### src/rtl/seq_pkg.sv
// Shared widths and FSM state encodings for the pattern generator and the M/N detector.
package seq_pkg;

  localparam int DEF_N_W   = 6;
  localparam int DEF_M_W   = 5;
  localparam int DEF_GAP_W = 8;

  typedef logic [1:0] state_t;

  localparam state_t ST_IDLE = 2'd0;
  localparam state_t ST_HIGH = 2'd1;
  localparam state_t ST_LOW  = 2'd2;
  localparam state_t ST_GAP  = 2'd3;

endpackage

### src/rtl/seq_run_counter.sv
// Loadable down-counter; tc flags the final cycle of a loaded run.
module seq_run_counter #(
  parameter int W = 6
) (
  input  logic         clk,
  input  logic         rst_n,
  input  logic         load,
  input  logic         en,
  input  logic [W-1:0] load_val,
  output logic         tc
);

  logic [W-1:0] count;

  always_ff @(posedge clk or negedge rst_n) begin
    if (!rst_n)
      count <= '0;
    else if (load)
      count <= load_val;
    else if (en && (count != '0))
      count <= count - 1'b1;
  end

  assign tc = (count == W'(1));

endmodule

### src/rtl/seq_pattern_gen.sv
// Serial M x (N ones, N zeros) burst source with optional idle gap and start/busy/done handshake.
// Optional macro SEQ_GEN_ERR_INJECT_EN adds err_pair to shorten one pair's LOW run.
module seq_pattern_gen
  import seq_pkg::*;
#(
  parameter int N_W   = DEF_N_W,
  parameter int M_W   = DEF_M_W,
  parameter int GAP_W = DEF_GAP_W
) (
  input  logic             clk,
  input  logic             rst_n,
  input  logic             start,
  input  logic [N_W-1:0]   N,
  input  logic [M_W-1:0]   M,
  input  logic [GAP_W-1:0] gap,
`ifdef SEQ_GEN_ERR_INJECT_EN
  input  logic [M_W-1:0]   err_pair,
`endif
  output logic             data_out,
  output logic             busy,
  output logic             done,
  output logic [M_W-1:0]   pair_idx
);

  state_t           state, state_n;
  logic [N_W-1:0]   n_q;
  logic [M_W-1:0]   m_q;
  logic [GAP_W-1:0] gap_q;
  logic [M_W-1:0]   pair_n;
  logic             done_n, accept, low_end;
  logic             run_load, run_en, run_tc;
  logic [N_W-1:0]   run_val, low_len;
  logic             gap_load, gap_en, gap_tc;
  logic             err_hit;

`ifdef SEQ_GEN_ERR_INJECT_EN
  assign err_hit = (err_pair != '0) && (pair_idx == err_pair);
`else
  assign err_hit = 1'b0;
`endif

  assign low_len = err_hit ? (n_q - 1'b1) : n_q;

  // A zero-length LOW run (err injection with N=1) falls straight into the pair-end decision.
  always_comb begin
    state_n  = state;
    pair_n   = pair_idx;
    done_n   = 1'b0;
    accept   = 1'b0;
    low_end  = 1'b0;
    run_load = 1'b0;
    run_en   = 1'b0;
    run_val  = n_q;
    gap_load = 1'b0;
    gap_en   = 1'b0;
    case (state)
      ST_IDLE: begin
        if (start) begin
          if ((N != '0) && (M != '0)) begin
            accept   = 1'b1;
            state_n  = ST_HIGH;
            pair_n   = M_W'(1);
            run_load = 1'b1;
            run_val  = N;
          end else begin
            done_n = 1'b1;
          end
        end
      end
      ST_HIGH: begin
        if (run_tc) begin
          if (low_len != '0) begin
            state_n  = ST_LOW;
            run_load = 1'b1;
            run_val  = low_len;
          end else begin
            low_end = 1'b1;
          end
        end else begin
          run_en = 1'b1;
        end
      end
      ST_LOW: begin
        if (run_tc) low_end = 1'b1;
        else        run_en  = 1'b1;
      end
      ST_GAP: begin
        if (gap_tc) begin
          state_n = ST_IDLE;
          pair_n  = '0;
          done_n  = 1'b1;
        end else begin
          gap_en = 1'b1;
        end
      end
      default: state_n = ST_IDLE;
    endcase

    if (low_end) begin
      if (pair_idx < m_q) begin
        state_n  = ST_HIGH;
        pair_n   = pair_idx + 1'b1;
        run_load = 1'b1;
        run_val  = n_q;
      end else if (gap_q != '0) begin
        state_n  = ST_GAP;
        gap_load = 1'b1;
      end else begin
        state_n = ST_IDLE;
        pair_n  = '0;
        done_n  = 1'b1;
      end
    end
  end

  always_ff @(posedge clk or negedge rst_n) begin
    if (!rst_n) begin
      state    <= ST_IDLE;
      n_q      <= '0;
      m_q      <= '0;
      gap_q    <= '0;
      data_out <= 1'b0;
      busy     <= 1'b0;
      done     <= 1'b0;
      pair_idx <= '0;
    end else begin
      state    <= state_n;
      data_out <= (state_n == ST_HIGH);
      busy     <= (state_n != ST_IDLE);
      done     <= done_n;
      pair_idx <= pair_n;
      if (accept) begin
        n_q   <= N;
        m_q   <= M;
        gap_q <= gap;
      end
    end
  end

  seq_run_counter #(.W(N_W)) u_run_cnt (
    .clk      (clk),
    .rst_n    (rst_n),
    .load     (run_load),
    .en       (run_en),
    .load_val (run_val),
    .tc       (run_tc)
  );

  seq_run_counter #(.W(GAP_W)) u_gap_cnt (
    .clk      (clk),
    .rst_n    (rst_n),
    .load     (gap_load),
    .en       (gap_en),
    .load_val (gap_q),
    .tc       (gap_tc)
  );

endmodule
### config.mk
export PLATFORM = sky130hd
export DESIGN_NAME = seq_pattern_gen
export DESIGN_NICKNAME = d
export VERILOG_FILES = /design/src/rtl/seq_pkg.sv /design/src/rtl/seq_run_counter.sv /design/src/rtl/seq_pattern_gen.sv
export SDC_FILE = /design/constraint.sdc
export NUM_CORES = 1
export LEC_CHECK = 0
export ABC_CLOCK_PERIOD_IN_PS = 4800
export CORE_ASPECT_RATIO = 1.1
export CORE_UTILIZATION = 55
export CTS_CLUSTER_DIAMETER = 120
export CTS_CLUSTER_SIZE = 16
export DETAILED_ROUTE_END_ITERATION = 6
export PLACE_DENSITY = 0.78
export SKIP_CTS_REPAIR_TIMING = 1
export SYNTH_ARGS = -nofsm -noshare
export SYNTH_HDL_FRONTEND = slang
export SYNTH_HIERARCHICAL = 1
export SYNTH_SLANG_ARGS = --single-unit
### constraint.sdc
create_clock -name clk -period 4.8 [get_ports clk]
set_input_delay 1.2 -clock clk [delete_from_list [all_inputs] [get_ports clk]]
set_output_delay 1.2 -clock clk [all_outputs]
set_load 0.1 [all_outputs]
; Word level (Yosys, flattened, before mapping)
; Index checks and enable logic that the tools add are counted.
[word_totals]
regBits = 43
input_bits = 22
output_inout_bits = 8
elab_cells = 85
[op_classes]
add_sub_neg = 3
magnitude_cmp = 1
eq_ne = 6
mux = 51
n_reduce_logical = 14
[op_table]
columns = cell, count
row1 = two-way mux 6 bit, 7
row2 = two-way mux 5 bit, 6
row3 = two-way mux 1 bit, 23
row4 = nonzero test 6 bit, 3
row5 = two-way mux 2 bit, 8
row6 = two-way mux 8 bit, 2
row7 = nonzero test 8 bit, 2
row8 = one-hot mux 5 bit (2 select lines), 1
row9 = == test 8 x 1 -> 1 bit (second input constant), 1
row10 = subtractor 8 x 1 -> 8 bit (second input constant), 1
row11 = == test 6 x 1 -> 1 bit (second input constant), 1
row12 = one-hot mux 1 bit (2 select lines), 3
row13 = one-hot mux 2 bit (3 select lines), 1
row14 = nonzero test 2 bit, 3
row15 = subtractor 6 x 1 -> 6 bit (second input constant), 1
row16 = adder 5 x 1 -> 5 bit (second input constant), 1
row17 = < comparator 5 bit, 1
row18 = nonzero test 5 bit, 1
row19 = == test 2 x 1 -> 1 bit (second input constant), 2
row20 = == test 2 bit (second input constant), 2
row21 = logical AND 1 bit, 3
row22 = logical NOT 2 bit, 1
row23 = OR reduction 2 bit, 1

; Logic depth before layout (Yosys ltp)
[depth]
ltp_word = 8
mapped_depth = 11
mapped_depth_nobuf = 10

; Cells and area by module
; The synthesis kept the hierarchy.
[modules_own_cells]
columns = module, instances, cells_per_inst, area_per_inst_um2, seq_area_each_um2
row1 = seq_pattern_gen, 1, 147, 1647.8, 725.7
row2 = seq_run_counter at u_gap_cnt, 1, 64, 574.3, 200.2
row3 = seq_run_counter at u_run_cnt, 1, 46, 415.4, 150.1

; Worst setup path after synthesis
; OpenSTA, ideal clock, no wires.
[synth_path]
kind = input port to flip-flop
start = input M[0]
end = register u_run_cnt.count[0]
setup_time_ns = 0.070
arrival_time_ns = 3.193
required_time_ns = 4.730
path_slack_ns = 1.537
path_stages = 8
n_path_buf = 2
path_cell_list = or4_1 > o2bb2ai_1 > or2_2 > clkbuf_1 > o211ai_1 > buf_1 > a2111oi_0 > nand3b_1
[synth_via]
elab_chain_len = 8
elab_cells_between_ends = 14
cone_classes = 11 x mux / 3 x reduce/logical
[synth_lines]
columns = element, line_no
row1 = start: declaration, seq_pattern_gen.sv:14  ; input logic [M_W-1:0] M,
row2 = nonzero test 5 bit (*), seq_pattern_gen.sv:59  ; if ((N != '0) && (M != '0)) begin
row3 = logical AND 1 bit (*), seq_pattern_gen.sv:59
row4 = two-way mux 1 bit (*), seq_pattern_gen.sv:59
row5 = two-way mux 1 bit (*), seq_pattern_gen.sv:58  ; if (start) begin
row6 = one-hot mux 1 bit (2 select lines) (*), seq_pattern_gen.sv:56  ; case (state)
row7 = two-way mux 1 bit, seq_pattern_gen.sv:100  ; if (pair_idx < m_q) begin
row8 = two-way mux 1 bit (*), seq_pattern_gen.sv:99  ; if (low_end) begin
row9 = net run_load, seq_pattern_gen.sv:31  ; logic run_load, run_en, run_tc;
row10 = two-way mux 6 bit or nonzero test 2 bit (tied branches), -
row11 = end signal: assignment, seq_run_counter.sv:19  ; count <= load_val;
row12 = end signal: assignment, seq_run_counter.sv:21  ; count <= count - 1'b1;
row13 = end: declaration, seq_run_counter.sv:13  ; logic [W-1:0] count;
; The timed path passes the listed nets; every way through them passes the cells marked *.
; A chain may end at the register's enable or synchronous reset.

; Final worst setup path
[layout_path]
start = input M[3]
end = register u_run_cnt.count[0]
; Same word-level chain as after synthesis.

==> flow_summary.json <==
{
  "numCtsBuffers": 5,
  "max_cap_viol_count": 0,
  "avgViaCountPerCell": 6.121,
  "overflow": 0,
  "hold_path_class": "reg -> reg",
  "ant_nets": 0,
  "totalWireLength_mm": 5.454,
  "cts-root-buf": "clkbuf_8",
  "die-area_mm2": 0.005077,
  "syn-instance-count": 257,
  "yosys.area_share.adder_pct": 7.590,
  "track_usage_pct": 23.71,
  "max_stage_delay_ns": 0.54,
  "hpwlAfterDp_mm": 4.043,
  "timing.fmax_ghz": 0.2781,
  "syn-cell-area_mm2": 0.002638,
  "setup_viol": 0,
  "core_area_mm2": 0.004619,
  "synthArstFlopShare_pct": 100.0,
  "cp_top_family": "compound AO/OA/AOI/OAI gates",
  "grt_pass1_wl_mm": 8.949,
  "n_antenna_cell": 0,
  "finClkSkew_ns": 0.004022,
  "cp.depth": 7,
  "path_buf_inv": 1,
  "yosysSeqAreaShare_pct": 40.80,
  "cts_max_path_buffers": 2,
  "synth_nets": 295,
  "finalInstanceArea_mm2": 0.003102,
  "synth_compound_area_share_pct": 18.22,
  "synth-warning-count": 6,
  "start_kind": "input port",
  "peakVddDrop_uv": 147.9,
  "vias": 2118,
  "grt_max_degree": 44,
  "drive_gt1_share_pct": 16.55,
  "synth_xor_area_share_pct": 0.3321,
  "muxShareOfSynthArea_pct": 9.820,
  "cp.arrival_ns": 3.83,
  "dieHeight_um": 74.63,
  "final_max_slew_viol_count": 0,
  "outcome": "completed",
  "p_per_area_mw_per_mm2": 219.9,
  "reg2reg_depth": 10,
  "syn2layout_area_growth_pct": 17.60,
  "grt_setup_unrepaired": "false",
  "cts_tree": "built",
  "ys_ff_latch": 43,
  "path_class": "in -> reg",
  "routabilityCongestion": 0.8820,
  "hold_violations": 0,
  "hold_path_depth": 1,
  "clk_pin_slew_worst_paths_ns": 0.08,
  "die_w_um": 68.03,
  "synth_top_family_by_area": "simple AND/OR/NAND/NOR gates",
  "portBuffers": 29,
  "htreeDepth": 2,
  "initialDrtViolationCount": 88,
  "drc": 0,
  "maxSlewHeadroom_pct": 33.15,
  "numClockSinks": 43,
  "placed_area_mm2": 0.002984,
  "layout_min_cycle_time_ns": 3.596,
  "slowest_stage": "or4_1",
  "pin_count": 30,
  "synth_cell_type_count": 60,
  "syn_avg_cell_area_um2": 10.26,
  "wire_per_inst_um": 15.76,
  "nFillCells": 371,
  "start_util_pct": 57.10,
  "row_count": 26,
  "fin_util_pct": 67.15,
  "crit_chain": "clkdlybuf4s50_1, or4_1, o2bb2ai_1, or2_2, o211ai_1, a2111oi_0, nand3b_1",
  "antenna_found_initial": 0,
  "synth-edff-count": 0,
  "cp.required_ns": 5.04,
  "synth-simple-area-share_pct": 20.07,
  "dr.pass1.iters": 4,
  "cp_max_fo": 10,
  "worst_slew_pin_slew_ns": 0.9935,
  "crit_path_end_kind": "register",
  "nets": 327,
  "fin_setup_tns_ns": 0,
  "ys.flop_type": "dfrtp_1",
  "clock_latency_ns": 0.30,
  "power.leakage_uw": 0.001393,
  "grt_pass1_vias": 2016,
  "fin_crit_sh_pct": 74.91
}
-- layout make-up --
class / instances / area (µm²) / area share [%]
flip-flops and latches: 43 / 1076 / 34.69
multi-input cells: 192 / 1478 / 47.64
clock buffers: 6 / 82.58 / 2.662
clock inverters: 2 / 35.03 / 1.129
inverters: 16 / 60.06 / 1.936
repair buffers: 31 / 300.3 / 9.681
well taps: 56 / 70.07 / 2.259
-- kinds of logic (layout without fill, tap and decap cells) --
kind of cell / Yosys count / count (layout)
and+or+nand+nor: 90 / 90
AOI/OAI and AO/OA: 64 / 64
DFF: 43 / 43
buffers and inverters: 22 / 55
muxes: 21 / 21
adders and majority gates: 16 / 16
xor gates and xnor gates: 1 / 1
-- cells in the final DEF, fill, tap and decap left out, types with 9 or more instances in the layout --
master,count
clkdlybuf4s50_1,28
or4_1,9
a21oi_1,9
nor2_1,12
mux2_2,15
ha_1,16
dfrtp_1,43
o21ai_0,10
nand2_1,24
inv_1,16
-- per-layer routing --
| metal | wire [µm] | global-route usage [%] | vias to the layer above |
|---|---|---|---|
| met5 | 0 | 0 | - |
| met4 | 79 | 9.722 | 0 |
| met3 | 209 | 5.758 | 10 |
| met2 | 2547 | 36.17 | 52 |
| met1 | 2618 | 32.26 | 1019 |
| li1 | - | - | 1037 |
-- sequential cells by signal, summed over array words and instances, names as in the netlist, 2 cells and up --
name / flops
pair_idx: 5
m_q: 5
state: 2
u_run_cnt/count: 6
gap_q: 8
low_len: 6
u_gap_cnt/count: 8
-- cells in the mapped netlist, types with 2 or more instances --
cell type   n  share of area (%)
a2111o_1    3                1.3
a211o_1     2               0.66
a21boi_0    2               0.57
a21o_1      2               0.57
a21oi_1     9                1.7
a22oi_1     2               0.57
a2bb2oi_1   2               0.66
a31oi_1     4               0.95
clkbuf_1    4               0.57
dfrtp_1    43                 41
ha_1       16                7.6
inv_1      16                2.3
mux2_2     15                6.4
mux2_4      6                3.4
nand2_1    24                3.4
nand2b_1    2               0.47
nand3_1     7                1.3
nand4_1     2               0.47
nor2_1     12                1.7
nor2b_1     4               0.95
nor3_1      5               0.95
nor3b_1     3               0.85
nor4_1      4               0.95
nor4b_1     2               0.66
o211ai_1    7                2.0
o21ai_0    10                1.9
o2bb2ai_1   3                1.0
o31ai_1     4                1.1
or2_2       2               0.47
or4_1       9                2.6
or4b_2      2               0.76
-- path summary, 6_finish.rpt --
| check | startpoint | endpoint | slack (ns) |
|---|---|---|---|
| max in group asynchronous | rst_n | pair_idx[1]$_DFF_PN0_ | 3.17 |
| setup / recovery | M[3] | u_run_cnt/count[0]$_DFFE_PN0P_ | 1.20 |
| hold / removal | m_q[0]$_DFFE_PN0P_ | m_q[0]$_DFFE_PN0P_ | 0.51 |
| min in group asynchronous | rst_n | u_gap_cnt/count[0]$_DFFE_PN0P_ | 1.05 |
| setup reg to reg | u_run_cnt/count[3]$_DFFE_PN0P_ | u_run_cnt/count[5]$_DFFE_PN0P_ | 1.41 |
| hold reg to reg | m_q[0]$_DFFE_PN0P_ | m_q[0]$_DFFE_PN0P_ | 0.51 |
-- stage by stage --
step	setup slack (ns)	hold slack (ns)	cells	power [µW]
3_3_place_gp	1.061	0.4825	338	396.8
5_1_grt	1.066	0.5446	346	707.5
6_report	1.204	0.5105	346	682.2
4_1_cts	1.231	0.5131	346	688.7
2_1_floorplan	1.537	0.4712	257	370.6
3_5_place_dp	0.9217	0.4941	338	397.1
-- power breakdown --
| group | internal, µW | leakage, µW | switching [µW] |
|---|---|---|---|
| logic | 15.2 | 0.000778 | 12.2 |
| clock network | 168 | 0.0000612 | 125 |
| registers | 362 | 0.000554 | 0 |
| total | 545 | 0.00139 | 137 |
Power figures use the tool's default switching activity.
